===== src/rtl/digit_scan_mux_pkg.sv =====
// Shared constants and types for the seven-segment digit scan controller.
package digit_scan_mux_pkg;

    // Width of one digit code, matching the segment decoder input.
    localparam int DIG_W_C = 3;

    // Digit codes understood by the downstream decoder.
    localparam logic [DIG_W_C-1:0] CODE_0     = 3'd0;
    localparam logic [DIG_W_C-1:0] CODE_1     = 3'd1;
    localparam logic [DIG_W_C-1:0] CODE_2     = 3'd2;
    localparam logic [DIG_W_C-1:0] CODE_3     = 3'd3;
    localparam logic [DIG_W_C-1:0] CODE_4     = 3'd4;
    localparam logic [DIG_W_C-1:0] CODE_5     = 3'd5;
    localparam logic [DIG_W_C-1:0] CODE_BLANK = 3'd7;

    // Scan slot type: anodes dark, or one digit lit.
    typedef enum logic {
        BLANK = 1'b0,
        SHOW  = 1'b1
    } scan_state_t;

    // clog2 that never collapses to a zero-width vector.
    function automatic int clog2_min1(input int v);
        return (v <= 2) ? 1 : $clog2(v);
    endfunction

endpackage


===== src/rtl/digit_scan_mux_scan_timer.sv =====
// Loadable down-counter timing one BLANK or SHOW slot.
// tc is high while the count sits at zero, i.e. in the last cycle of a slot.
module digit_scan_mux_scan_timer
    import digit_scan_mux_pkg::*;
#(
    parameter int CNT_W = 1
) (
    input  logic             clk,
    input  logic             rst,
    input  logic             clr,
    input  logic             load,
    input  logic [CNT_W-1:0] load_val,
    output logic [CNT_W-1:0] count,
    output logic             tc
);

    // Count register: clear beats load, load beats decrement, hold at zero.
    always_ff @(posedge clk) begin
        if (rst || clr) begin
            count <= '0;
        end else if (load) begin
            count <= load_val;
        end else if (count != '0) begin
            count <= count - 1'b1;
        end
    end

    assign tc = (count == '0);

endmodule


===== src/rtl/digit_scan_mux.sv =====
// Time-multiplexed scan controller for a multi-digit seven-segment display.
// Alternates BLANK (all anodes off) and SHOW (one anode low) slots, presenting
// a per-frame snapshot of Digits so a frame never tears.
// Optional build macro: LEADING_ZERO_BLANK_EN (suppress leading zero digits).
module digit_scan_mux
    import digit_scan_mux_pkg::*;
#(
    parameter int NUM_DIGITS   = 4,
    parameter int DIG_W        = DIG_W_C,
    parameter int DWELL_CYCLES = 50000,
    parameter int BLANK_CYCLES = 500
) (
    input  logic                        Clk,
    input  logic                        Rst,
    input  logic                        Enable,
    input  logic [NUM_DIGITS*DIG_W-1:0] Digits,
    output logic [DIG_W-1:0]            Dig,
    output logic                        Ghost,
    output logic [NUM_DIGITS-1:0]       An,
    output logic                        Frame
);

    localparam int MAX_CYC = (DWELL_CYCLES > BLANK_CYCLES) ? DWELL_CYCLES : BLANK_CYCLES;
    localparam int CNT_W   = clog2_min1(MAX_CYC);
    localparam int IDX_W   = clog2_min1(NUM_DIGITS);

    localparam logic [CNT_W-1:0] BLANK_LD = CNT_W'(BLANK_CYCLES - 1);
    localparam logic [CNT_W-1:0] DWELL_LD = CNT_W'(DWELL_CYCLES - 1);
    localparam logic [IDX_W-1:0] LAST_IDX = IDX_W'(NUM_DIGITS - 1);

    scan_state_t                          state, state_nx;
    logic                                 run, run_nx;
    logic [IDX_W-1:0]                     idx, idx_nx;
    logic [DIG_W-1:0]                     dig_q, dig_nx;
    logic                                 ghost_q, ghost_nx;
    logic [NUM_DIGITS-1:0]                an_q, an_nx;
    logic                                 frame_q, frame_nx;
    logic [NUM_DIGITS-1:0][DIG_W-1:0]     snap, snap_nx;

    logic                                 t_clr, t_load, t_tc;
    logic [CNT_W-1:0]                     t_val, t_count;

    digit_scan_mux_scan_timer #(.CNT_W(CNT_W)) u_timer (
        .clk      (Clk),
        .rst      (Rst),
        .clr      (t_clr),
        .load     (t_load),
        .load_val (t_val),
        .count    (t_count),
        .tc       (t_tc)
    );

    // Ghost level for a lit slot; leading zeros are forced dark when enabled.
    logic show_ghost;
`ifdef LEADING_ZERO_BLANK_EN
    logic [NUM_DIGITS-1:0] lz;
    logic                  zrun;

    // Walk down from the top digit; a digit is leading-zero while every digit
    // from the top down to it is zero. Digit 0 is always shown.
    always_comb begin
        lz   = '0;
        zrun = 1'b1;
        for (int i = NUM_DIGITS - 1; i >= 1; i--) begin
            zrun  = zrun & (snap[i] == CODE_0);
            lz[i] = zrun;
        end
    end

    assign show_ghost = lz[idx];
`else
    assign show_ghost = 1'b0;
`endif

    // Next-state and next-output logic for the BLANK/SHOW scan sequence.
    always_comb begin
        state_nx = state;
        run_nx   = run;
        idx_nx   = idx;
        dig_nx   = dig_q;
        ghost_nx = ghost_q;
        an_nx    = an_q;
        frame_nx = 1'b0;
        snap_nx  = snap;
        t_clr    = 1'b0;
        t_load   = 1'b0;
        t_val    = '0;

        if (!Enable) begin
            // Park dark at the start of a frame until enabled again.
            state_nx = BLANK;
            run_nx   = 1'b0;
            idx_nx   = '0;
            an_nx    = '1;
            ghost_nx = 1'b1;
            t_clr    = 1'b1;
        end else if (!run) begin
            // First enabled clock: open a full blank interval for digit 0
            // and take the frame snapshot.
            run_nx  = 1'b1;
            snap_nx = Digits;
            t_load  = 1'b1;
            t_val   = BLANK_LD;
        end else begin
            case (state)
                BLANK: begin
                    if (t_tc) begin
                        state_nx = SHOW;
                        t_load   = 1'b1;
                        t_val    = DWELL_LD;
                        dig_nx   = snap[idx];
                        an_nx    = ~(NUM_DIGITS'(1) << idx);
                        ghost_nx = show_ghost;
                    end
                end
                SHOW: begin
                    if (t_tc) begin
                        state_nx = BLANK;
                        t_load   = 1'b1;
                        t_val    = BLANK_LD;
                        an_nx    = '1;
                        ghost_nx = 1'b1;
                        if (idx == LAST_IDX) begin
                            idx_nx   = '0;
                            frame_nx = 1'b1;
                            snap_nx  = Digits;
                        end else begin
                            idx_nx = idx + 1'b1;
                        end
                    end
                end
                default: begin
                    state_nx = BLANK;
                end
            endcase
        end
    end

    // State and registered outputs; reset leaves the display dark at digit 0.
    always_ff @(posedge Clk) begin
        if (Rst) begin
            state   <= BLANK;
            run     <= 1'b0;
            idx     <= '0;
            dig_q   <= '0;
            ghost_q <= 1'b1;
            an_q    <= '1;
            frame_q <= 1'b0;
            snap    <= '0;
        end else begin
            state   <= state_nx;
            run     <= run_nx;
            idx     <= idx_nx;
            dig_q   <= dig_nx;
            ghost_q <= ghost_nx;
            an_q    <= an_nx;
            frame_q <= frame_nx;
            snap    <= snap_nx;
        end
    end

    assign Dig   = dig_q;
    assign Ghost = ghost_q;
    assign An    = an_q;
    assign Frame = frame_q;

endmodule


===== config.mk =====
export PLATFORM = sky130hd
export DESIGN_NAME = digit_scan_mux
export DESIGN_NICKNAME = d
export VERILOG_FILES = /design/src/rtl/digit_scan_mux_pkg.sv /design/src/rtl/digit_scan_mux_scan_timer.sv /design/src/rtl/digit_scan_mux.sv
export SDC_FILE = /design/constraint.sdc
export NUM_CORES = 1
export LEC_CHECK = 0
export BUFFER_PORTS_ARGS = -buffer_cell sky130_fd_sc_hd__buf_4
export CORE_UTILIZATION = 50
export CTS_CLUSTER_DIAMETER = 40
export DETAILED_ROUTE_END_ITERATION = 8
export PLACE_DENSITY = 0.66
export RECOVER_POWER = 100
export SYNTH_ARGS = -nofsm -noshare
export SYNTH_HDL_FRONTEND = slang
export SYNTH_SLANG_ARGS = --single-unit
export TNS_END_PERCENT = 50

===== constraint.sdc =====
create_clock -name Clk -period 9 [get_ports Clk]
set_input_delay 1.35 -clock Clk [delete_from_list [all_inputs] [get_ports Clk]]
set_output_delay 1.35 -clock Clk [all_outputs]
set_load 0.02 [all_outputs]

==> results of run 1 <==
==> critical path: stages (launching register included) <==
cell	delay, ps
dfxtp_1	350
or4_1	590
or3_1	400
o31ai_1	1720
mux2i_1	320
nor2_1	50
==> registers in the layout, indices dropped and copies added, names as in the netlist, 2 cells and up <==
register       count
Dig                3
snap              12
u_timer.count     16
An                 4
idx                2
==> kinds of logic (layout without fill, tap and decap cells) <==
family,count (synthesis),count (layout)
xor gates and xnor gates,12,12
buffers and inverters,13,37
muxes,24,24
adders and majority gates,9,9
AOI/OAI and AO/OA,18,18
DFF,41,41
and+or+nand+nor,70,70
==> metal layers <==
metal / wire length (microns) / track usage
met1: 1520 / 0.214
met2: 1670 / 0.329
met3: 129 / 0.0580
met4: 55 / 0.0682
met5: 0 / 0
==> per-stage QoR <==
stage               instance area [sq um]  setup WS (ps)  power [mW]  cells
floorplan                            1880           6060       0.233    187
global placement                     2070           5920       0.242    250
detailed placement                   2070           5730       0.243    250
CTS                                  2160           5710       0.360    257
global route                         2070           5150       0.371    257
finish                               2070           5440       0.354    257
==> synth_stat cells (2+ instances only) <==
library cell  instances  area [sq um]
nor3b_1               2          15.0
a21oi_1               8          40.0
a31oi_1               3          18.8
ha_1                  9           113
nand3_1               6          30.0
o21ai_0               4          20.0
inv_1                 6          22.5
nand2b_1              2          12.5
mux2i_1              21           210
mux4_2                3          67.6
nor3_1                6          30.0
nor4_1                2          12.5
clkbuf_1              3          11.3
dfxtp_1              41           821
nand2_1              12          45.0
xor2_1                4          35.0
xnor2_1               8          70.1
nor2_1               29           109
==> where the power goes <==
part	switching (mW)	leakage [nW]	internal (mW)
Combinational	0.0222	0.440	0.0210
Clock	0.0563	0.0443	0.0607
Sequential	0.00552	0.335	0.188
==> final cells by class <==
type / count / area (sq um) / share of cell area
well taps: 46 / 57.6 / 0.0278
inverters: 7 / 26.3 / 0.0127
flip-flops and latches: 41 / 821 / 0.396
multi-input cells: 133 / 945 / 0.456
repair buffers: 23 / 135 / 0.0653
clock buffers: 7 / 86.3 / 0.0417
==> worst max-delay path by stage <==
| stage | from | to | depth (start not counted) |
|---|---|---|---|
| 2_1_floorplan | u_timer.count[10]$_SDFFE_PP0P_ | Ghost$_SDFFE_PP1P_ | 9 |
| 3_3_place_gp | u_timer.count[10]$_SDFFE_PP0P_ | Ghost$_SDFFE_PP1P_ | 7 |
| 3_5_place_dp | u_timer.count[10]$_SDFFE_PP0P_ | An[1]$_SDFFE_PP1P_ | 8 |
| 4_1_cts | u_timer.count[10]$_SDFFE_PP0P_ | An[1]$_SDFFE_PP1P_ | 8 |
| 5_1_grt | u_timer.count[10]$_SDFFE_PP0P_ | snap[11]$_SDFFE_PP0P_ | 5 |
| 6_report | u_timer.count[10]$_SDFFE_PP0P_ | snap[5]$_SDFFE_PP0P_ | 5 |
==> results.py, run 1 <==
metrics = {
    "outcome": {
        "outcome": "complete, but fails checks",
        "violations": "capacitance limit, slew limit",
    },
    "cells_and_area": {
        "final_common_cell": "dfxtp_1",
        "drive_gt1_frac": 0.123,
        "antenna_cells": 0,
        "final_cell_mix": "dfxtp_1, nor2_1, mux2i_1",
        "fin_util": 0.597,
        "nFillCells": 359,
        "area_delta_synth_final_pct": 10.3,
        "nets": 235,
    },
    "logic_synthesis": {
        "yosys-mux-area-fraction": 0.148,
        "synth_fa_ha_area_frac": 0.0600,
        "yosysWarningCount": 0,
        "ys_seq_area_frac": 0.437,
        "synth_edf_count": 0,
        "synth-compound-area-share": 0.0626,
        "ys_types": 36,
        "yosys.area_share.simple": 0.202,
        "synth_top_family_by_area": "simple AND/OR/NAND/NOR gates",
        "ys.flop_type": "dfxtp_1",
        "syn_avg_cell_area_sq_um": 10.0,
        "synthesis.area_sq_um": 1880,
        "synthXorXnorAreaFrac": 0.0560,
        "netlist_instances": 187,
        "ys_ff_latch": 41,
        "async_reset_ff_frac": 0,
        "syn_nets": 211,
    },
    "power": {
        "power_leakage_nw": 0.819,
        "p_per_area_nw_per_um2": 171,
        "max-vdd-ir-drop_uv": 110,
    },
    "floorplan": {
        "core_sq_um": 3470,
        "chipWidth_microns": 63.3,
        "fp.dieH_microns": 63.3,
        "die_area_sq_um": 4000,
        "start_util": 0.541,
        "io_pins": 24,
        "rows": 21,
    },
    "drt": {
        "ant_nets": 0,
        "num_vias": 1357,
        "dr.pass1.iters": 4,
        "wl_per_cell_microns": 13.1,
        "via_per_inst": 5.28,
        "drt-initial-drc-count": 40,
        "wirelength_microns": 3370,
        "route.detailed.drc": 0,
    },
    "timing": {
        "hold_viol": 0,
        "setup_viol": 0,
        "slew_headroom": -0.451,
        "hold_ws_ps": 490,
        "drv_slew": 13,
        "grt_setup_unrepaired": "false",
        "tns_ps": 0,
        "fin_crit_ps": 3560,
        "max_freq_mhz": 281,
        "finalCritPeriodShare": 0.396,
        "tightest_slew_ps": 2160,
        "skew_ps": 3.23,
    },
    "setup_path": {
        "timing.rr.end": "snap[5]$_SDFFE_PP0P_",
        "startpoint_type": "register",
        "rr_startpoint": "u_timer.count[10]$_SDFFE_PP0P_",
        "cp.arrival_ps": 3720,
        "end_kind": "register",
        "critPathKind": "register to register",
        "cp_max_fo": 12,
        "crit_required_ps": 9160,
        "rr_worst_depth": 5,
        "r2r_slack_ps": 5440,
    },
    "place": {
        "hpwlAfterDp_microns": 2470,
        "place.gp.congestion": 0.760,
        "port_buffers": 23,
    },
    "clock_tree": {
        "cts_buffer_depth": 2,
        "h-tree-depth": 2,
        "clk_latency_ps": 290,
        "clock-sinks": 41,
        "cts_setup_buffers": 0,
        "clk_pin_slew_worst_paths_ps": 70,
        "cts-resized-gates": 0,
        "hold_buffers": 0,
        "clock-root-buffer": "clkbuf_8",
        "cts_tree": "yes",
        "numCtsBuffers": 5,
    },
    "hold_path": {
        "min_to": "u_timer.count[9]$_SDFFE_PP0P_",
        "hp-class": "register to register",
        "hold_path_depth": 2,
        "min_from": "u_timer.count[9]$_SDFFE_PP0P_",
    },
    "grt": {
        "antenna_found_initial": 0,
        "grt-ovfl-total": 0,
        "grt_pass1_wl_microns": 5820,
        "grt_usage": 0.188,
        "grt_max_degree": 17,
        "grt_pass1_vias": 1284,
    },
    "run": {
        "cap_violations": 1,
    },
}
Note: power is estimated with default switching activity, not from simulation.
==> run 2: changes to the inputs <==
PLACE_DENSITY = 0.69   (was 0.66)
clock period = 2.94 ns   (was 9 ns; I/O delays follow)
==> run 2 against run 1 <==
Effect of this change:
- the run now ends clean
- clock skew about the same
- via count up 2.9%
- cell area up 3.3%
- wire length up 6.9%
- sequential cell count unchanged
- critical path depth unchanged
- power rose to 3.4 times the previous value
- critical endpoint is now Dig[2]$_SDFFE_PP0P_
- highest routed layer unchanged
==> results.py, run 2 (synthesis gave the netlist of run 1 again) <==
metrics = {
    "run": {
        "cap_violations": 0,
    },
    "clock_tree": {
        "cts-resized-gates": 0,
        "clk_pin_slew_worst_paths_ps": 70,
        "cts_tree": "yes",
        "clock-root-buffer": "clkbuf_8",
        "clock-sinks": 41,
        "cts_buffer_depth": 2,
        "hold_buffers": 0,
        "h-tree-depth": 2,
        "clk_latency_ps": 290,
        "cts_setup_buffers": 0,
        "numCtsBuffers": 5,
    },
    "setup_path": {
        "critPathKind": "register to register",
        "r2r_slack_ps": 330,
        "end_kind": "register",
        "cp_max_fo": 6,
        "startpoint_type": "register",
        "endpoint": "Dig[2]$_SDFFE_PP0P_",
        "rr_worst_depth": 5,
        "timing.rr.end": "Dig[2]$_SDFFE_PP0P_",
        "crit_required_ps": 3100,
        "crit_start": "u_timer.count[10]$_SDFFE_PP0P_",
        "rr_startpoint": "u_timer.count[10]$_SDFFE_PP0P_",
        "cp.arrival_ps": 2770,
    },
    "timing": {
        "tightest_slew_ps": 964,
        "skew_ps": 3.23,
        "tns_ps": 0,
        "slew_headroom": 0.351,
        "drv_slew": 0,
        "finalCritPeriodShare": 0.889,
        "grt_setup_unrepaired": "false",
        "max_freq_mhz": 383,
        "fin_crit_ps": 2610,
        "setup_viol": 0,
        "hold_viol": 0,
    },
    "floorplan": {
        "start_util": 0.541,
        "die_area_sq_um": 4000,
        "rows": 21,
        "chipWidth_microns": 63.3,
        "fp.dieH_microns": 63.3,
        "io_pins": 24,
        "core_sq_um": 3470,
    },
    "cells_and_area": {
        "drive_gt1_frac": 0.149,
        "top_register": "u_timer.count",
        "nets": 238,
        "final_cell_mix": "dfxtp_1, nor2_1, mux2i_1",
        "antenna_cells": 0,
        "final_common_cell": "dfxtp_1",
        "area_delta_synth_final_pct": 13.9,
        "fin_util": 0.617,
        "largest_register_ffs": 16,
    },
    "power": {
        "power.share.clock": 0.383,
        "netSwitchingPower_mw": 0.270,
        "max-vdd-ir-drop_uv": 288,
        "internal-power_mw": 0.919,
        "p_sw_frac": 0.227,
        "p_per_area_nw_per_um2": 556,
        "p_comb_frac": 0.118,
        "seq_power_share": 0.498,
        "power_leakage_nw": 0.849,
    },
    "place": {
        "place.gp.congestion": 0.766,
        "port_buffers": 23,
        "hpwlAfterDp_microns": 2600,
    },
    "grt": {
        "antenna_found_initial": 0,
        "grt_pass1_vias": 1390,
        "grt_pass1_wl_microns": 6280,
        "grt-ovfl-total": 0,
        "grt_usage": 0.203,
        "grt_max_degree": 17,
    },
    "outcome": {
        "outcome": "complete, no violations",
    },
    "drt": {
        "dr.pass1.iters": 4,
        "wirelength_microns": 3610,
        "via_per_inst": 5.35,
        "route.detailed.drc": 0,
        "ant_nets": 0,
        "drt-initial-drc-count": 58,
        "num_vias": 1397,
        "wl_per_cell_microns": 13.8,
    },
    "hold_path": {
        "hp-class": "input pin to register",
        "min_from": "Digits[6]",
    },
}
-- run 2: cell count changes in the layout (fill, tap and decap cells not counted), sizes merged --
cell,delta
buf,+2
bufinv,+1
clkbuf,+1
-- run 2: worst min path at each step --
| stage | slack, ps | endpoint | cells after the start |
|---|---|---|---|
| 6_report | 380 | snap[6]$_SDFFE_PP0P_ | 3 |
| 3_5_place_dp | 470 | Ghost$_SDFFE_PP1P_ | 2 |
| 2_1_floorplan | 450 | u_timer.count[9]$_SDFFE_PP0P_ | 2 |
| 5_1_grt | 390 | snap[5]$_SDFFE_PP0P_ | 3 |
| 4_1_cts | 380 | snap[6]$_SDFFE_PP0P_ | 3 |
| 3_3_place_gp | 460 | Ghost$_SDFFE_PP1P_ | 2 |
-- run 2: worst max-delay path, stage by stage (launching register included) --
cell and delay [ps]:
dfxtp_1 350, or4_4 540, or3_1 420, nor4_1 850
mux2i_1 280, nor2_1 50
-- run 2: power by group through the flow --
stage	registers (mW)	clock network (mW)	logic, mW
final	0.592	0.456	0.141
after global routing	0.594	0.490	0.158
after CTS	0.592	0.467	0.147
after detailed placement	0.605	0	0.146
after global placement	0.603	0	0.140
after floorplan	0.599	0	0.113
-- run 2: per-layer routing --
| layer | share of wire | track usage |
|---|---|---|
| met5 | 0 | 0 |
| met2 | 0.49 | 0.341 |
| met3 | 0.039 | 0.0525 |
| met4 | 0.017 | 0.0767 |
| met1 | 0.45 | 0.246 |
-- run 2: layout make-up --
cell class	count	area, sq um
Clock buffer	7	86.3
Clock inverter	1	30.0
Sequential cell	41	821
Inverter	7	26.3
Tap cell	46	57.6
Timing Repair Buffer	26	155
Multi-Input combinational cell	133	962
Fill cell	315	1330
-- run 2: stage by stage --
| step | setup WS (ps) | cell area [sq um] | instances | total power, mW | hold WS (ps) |
|---|---|---|---|---|---|
| 2_1_floorplan | 0.0333 | 1880 | 187 | 0.713 | 453 |
| 3_3_place_gp | 492 | 2090 | 253 | 0.743 | 464 |
| 3_5_place_dp | 442 | 2090 | 253 | 0.751 | 471 |
| 4_1_cts | 422 | 2210 | 261 | 1.21 | 376 |
| 5_1_grt | 159 | 2140 | 261 | 1.24 | 392 |
| 6_report | 327 | 2140 | 261 | 1.19 | 383 |
==> run 3: changes to the inputs <==
MAX_ROUTING_LAYER = met4   (was unset)
==> run 3 against run 2 <==
Effect of this change:
- sequential share of layout area unchanged
- first-iteration DRC count increased by 3.4%
- hold slack got worse by 2.0 ps
- worst setup slack got worse by 3.0 ps
- core utilization unchanged
- cell area unchanged
- global-route usage increased by 0.58 points
- power about the same
- largest cell class unchanged
- highest routed layer unchanged
==> results.py, run 3 (synthesis gave the netlist of run 1 again) <==
metrics = {
    "clock_tree": {
        "clk_latency_ps": 290,
        "clock-sinks": 41,
        "cts-resized-gates": 0,
        "h-tree-depth": 2,
        "cts_tree": "yes",
        "clock-root-buffer": "clkbuf_8",
        "cts_buffer_depth": 2,
        "cts_setup_buffers": 0,
        "clk_pin_slew_worst_paths_ps": 70,
        "hold_buffers": 0,
        "numCtsBuffers": 5,
    },
    "run": {
        "cap_violations": 0,
    },
    "cells_and_area": {
        "final_cell_area_sq_um": 2140,
        "fin_cells": 261,
        "top_register": "u_timer.count",
        "drive_gt1_frac": 0.149,
        "antenna_cells": 0,
        "nFillCells": 315,
        "area_delta_synth_final_pct": 13.9,
        "final_cell_mix": "dfxtp_1, nor2_1, mux2i_1",
        "fin_util": 0.617,
        "nets": 238,
        "final_common_cell": "dfxtp_1",
        "largest_register_ffs": 16,
    },
    "setup_path": {
        "end_kind": "register",
        "rr_worst_depth": 5,
        "startpoint_type": "register",
        "crit_start": "u_timer.count[10]$_SDFFE_PP0P_",
        "cp_max_fo": 6,
        "crit_family": "simple AND/OR/NAND/NOR gates",
        "worstPathCellList": "or4_4 -> or3_1 -> nor4_1 -> mux2i_1 -> nor2_1",
        "timing.rr.end": "Dig[2]$_SDFFE_PP0P_",
        "crit_required_ps": 3100,
        "critPathKind": "register to register",
        "cp.arrival_ps": 2780,
        "r2r_slack_ps": 320,
        "cp.depth": 5,
        "rr_startpoint": "u_timer.count[10]$_SDFFE_PP0P_",
        "crit_path_top_delay_cell": "nor4_1",
        "endpoint": "Dig[2]$_SDFFE_PP0P_",
        "path_buf_inv": 0,
        "max_stage_delay_ps": 860,
    },
    "drt": {
        "wl_met3_microns": 113,
        "ant_nets": 0,
        "m1WireLength_microns": 1660,
        "wl_met2_microns": 1770,
        "num_vias": 1403,
        "dr.pass1.iters": 4,
        "drt-initial-drc-count": 60,
        "route.detailed.drc": 0,
        "wl_per_cell_microns": 13.8,
        "wirelength_microns": 3600,
        "via_per_inst": 5.38,
        "highest_layer": "met4",
    },
    "outcome": {
        "outcome": "complete, no violations",
    },
    "timing": {
        "grt_setup_unrepaired": "false",
        "fin_crit_ps": 2620,
        "max_freq_mhz": 382,
        "tightest_slew_ps": 968,
        "skew_ps": 4.24,
        "tns_ps": 0,
        "setup_viol": 0,
        "finalCritPeriodShare": 0.890,
        "slew_headroom": 0.349,
        "hold_viol": 0,
        "drv_slew": 0,
    },
    "place": {
        "hpwlAfterDp_microns": 2600,
        "port_buffers": 23,
        "place.gp.congestion": 0.776,
        "dpl-instance-area_sq_um": 2090,
        "dpl.cell_count": 253,
    },
    "grt": {
        "grt_pass1_vias": 1390,
        "antenna_found_initial": 0,
        "grt-ovfl-total": 0,
        "grt_usage": 0.208,
        "grt_pass1_wl_microns": 6280,
        "grt_max_degree": 17,
    },
    "hold_path": {
        "hp-class": "input pin to register",
    },
    "power": {
        "p_sw_frac": 0.228,
        "internal-power_mw": 0.919,
        "power_leakage_nw": 0.849,
        "netSwitchingPower_mw": 0.271,
        "p_per_area_nw_per_um2": 557,
        "max-vdd-ir-drop_uv": 288,
        "seq_power_share": 0.498,
        "power.share.clock": 0.384,
        "p_comb_frac": 0.118,
    },
    "floorplan": {
        "chipWidth_microns": 63.3,
        "start_util": 0.541,
        "rows": 21,
        "core_sq_um": 3470,
        "fp.dieH_microns": 63.3,
        "die_area_sq_um": 4000,
        "io_pins": 24,
    },
}
## run 3: cell counts in the layout (fill, tap and decap cells not counted)
No cell type changed its count.
## run 3: area by class of cell
| cell class | instances | area [sq um] | area share |
|---|---|---|---|
| multi-input cells | 133 | 962 | 0.450 |
| clock buffers | 7 | 86.3 | 0.0404 |
| inverters | 7 | 26.3 | 0.0123 |
| repair buffers | 26 | 155 | 0.0726 |
| flip-flops and latches | 41 | 821 | 0.384 |
| well taps | 46 | 57.6 | 0.0269 |
| clock inverters | 1 | 30.0 | 0.0140 |
## run 3: power by group through the flow
stage | clock network [mW] | registers, mW | logic (mW)
6_report | 0.457 | 0.592 | 0.141
5_1_grt | 0.490 | 0.594 | 0.158
2_1_floorplan | 0 | 0.599 | 0.113
4_1_cts | 0.467 | 0.592 | 0.147
3_5_place_dp | 0 | 0.605 | 0.146
3_3_place_gp | 0 | 0.603 | 0.140
## run 3: worst min-delay path by stage
stage                                   from                             to  slack (ps)  depth (start not counted)
4_1_cts                            Digits[6]           snap[6]$_SDFFE_PP0P_         380                          3
5_1_grt                            Digits[5]           snap[5]$_SDFFE_PP0P_         390                          3
6_report                           Digits[6]           snap[6]$_SDFFE_PP0P_         380                          3
3_3_place_gp              Ghost$_SDFFE_PP1P_             Ghost$_SDFFE_PP1P_         460                          2
2_1_floorplan  u_timer.count[9]$_SDFFE_PP0P_  u_timer.count[9]$_SDFFE_PP0P_         450                          2
3_5_place_dp              Ghost$_SDFFE_PP1P_             Ghost$_SDFFE_PP1P_         470                          2
## run 3: through the flow
step	hold slack, ps	worst slack [ps]	total power, mW
floorplan	453	0.0333	0.713
global placement	464	492	0.743
detailed placement	471	442	0.751
CTS	376	422	1.21
global route	392	159	1.24
finish	381	324	1.19
## run 3: worst register-to-register path, delay by kind of cell, from the launching register on
family	cells	cell delay, ps
muxes	1	280
DFF	1	350
and+or+nand+nor	4	1870
## run 3: routing by layer
metal | vias up | global-route usage
met5 | - | -
met4 | 0 | 0.0767
met3 | 6 | 0.0489
met2 | 26 | 0.341
met1 | 675 | 0.248
li1 | 696 | -
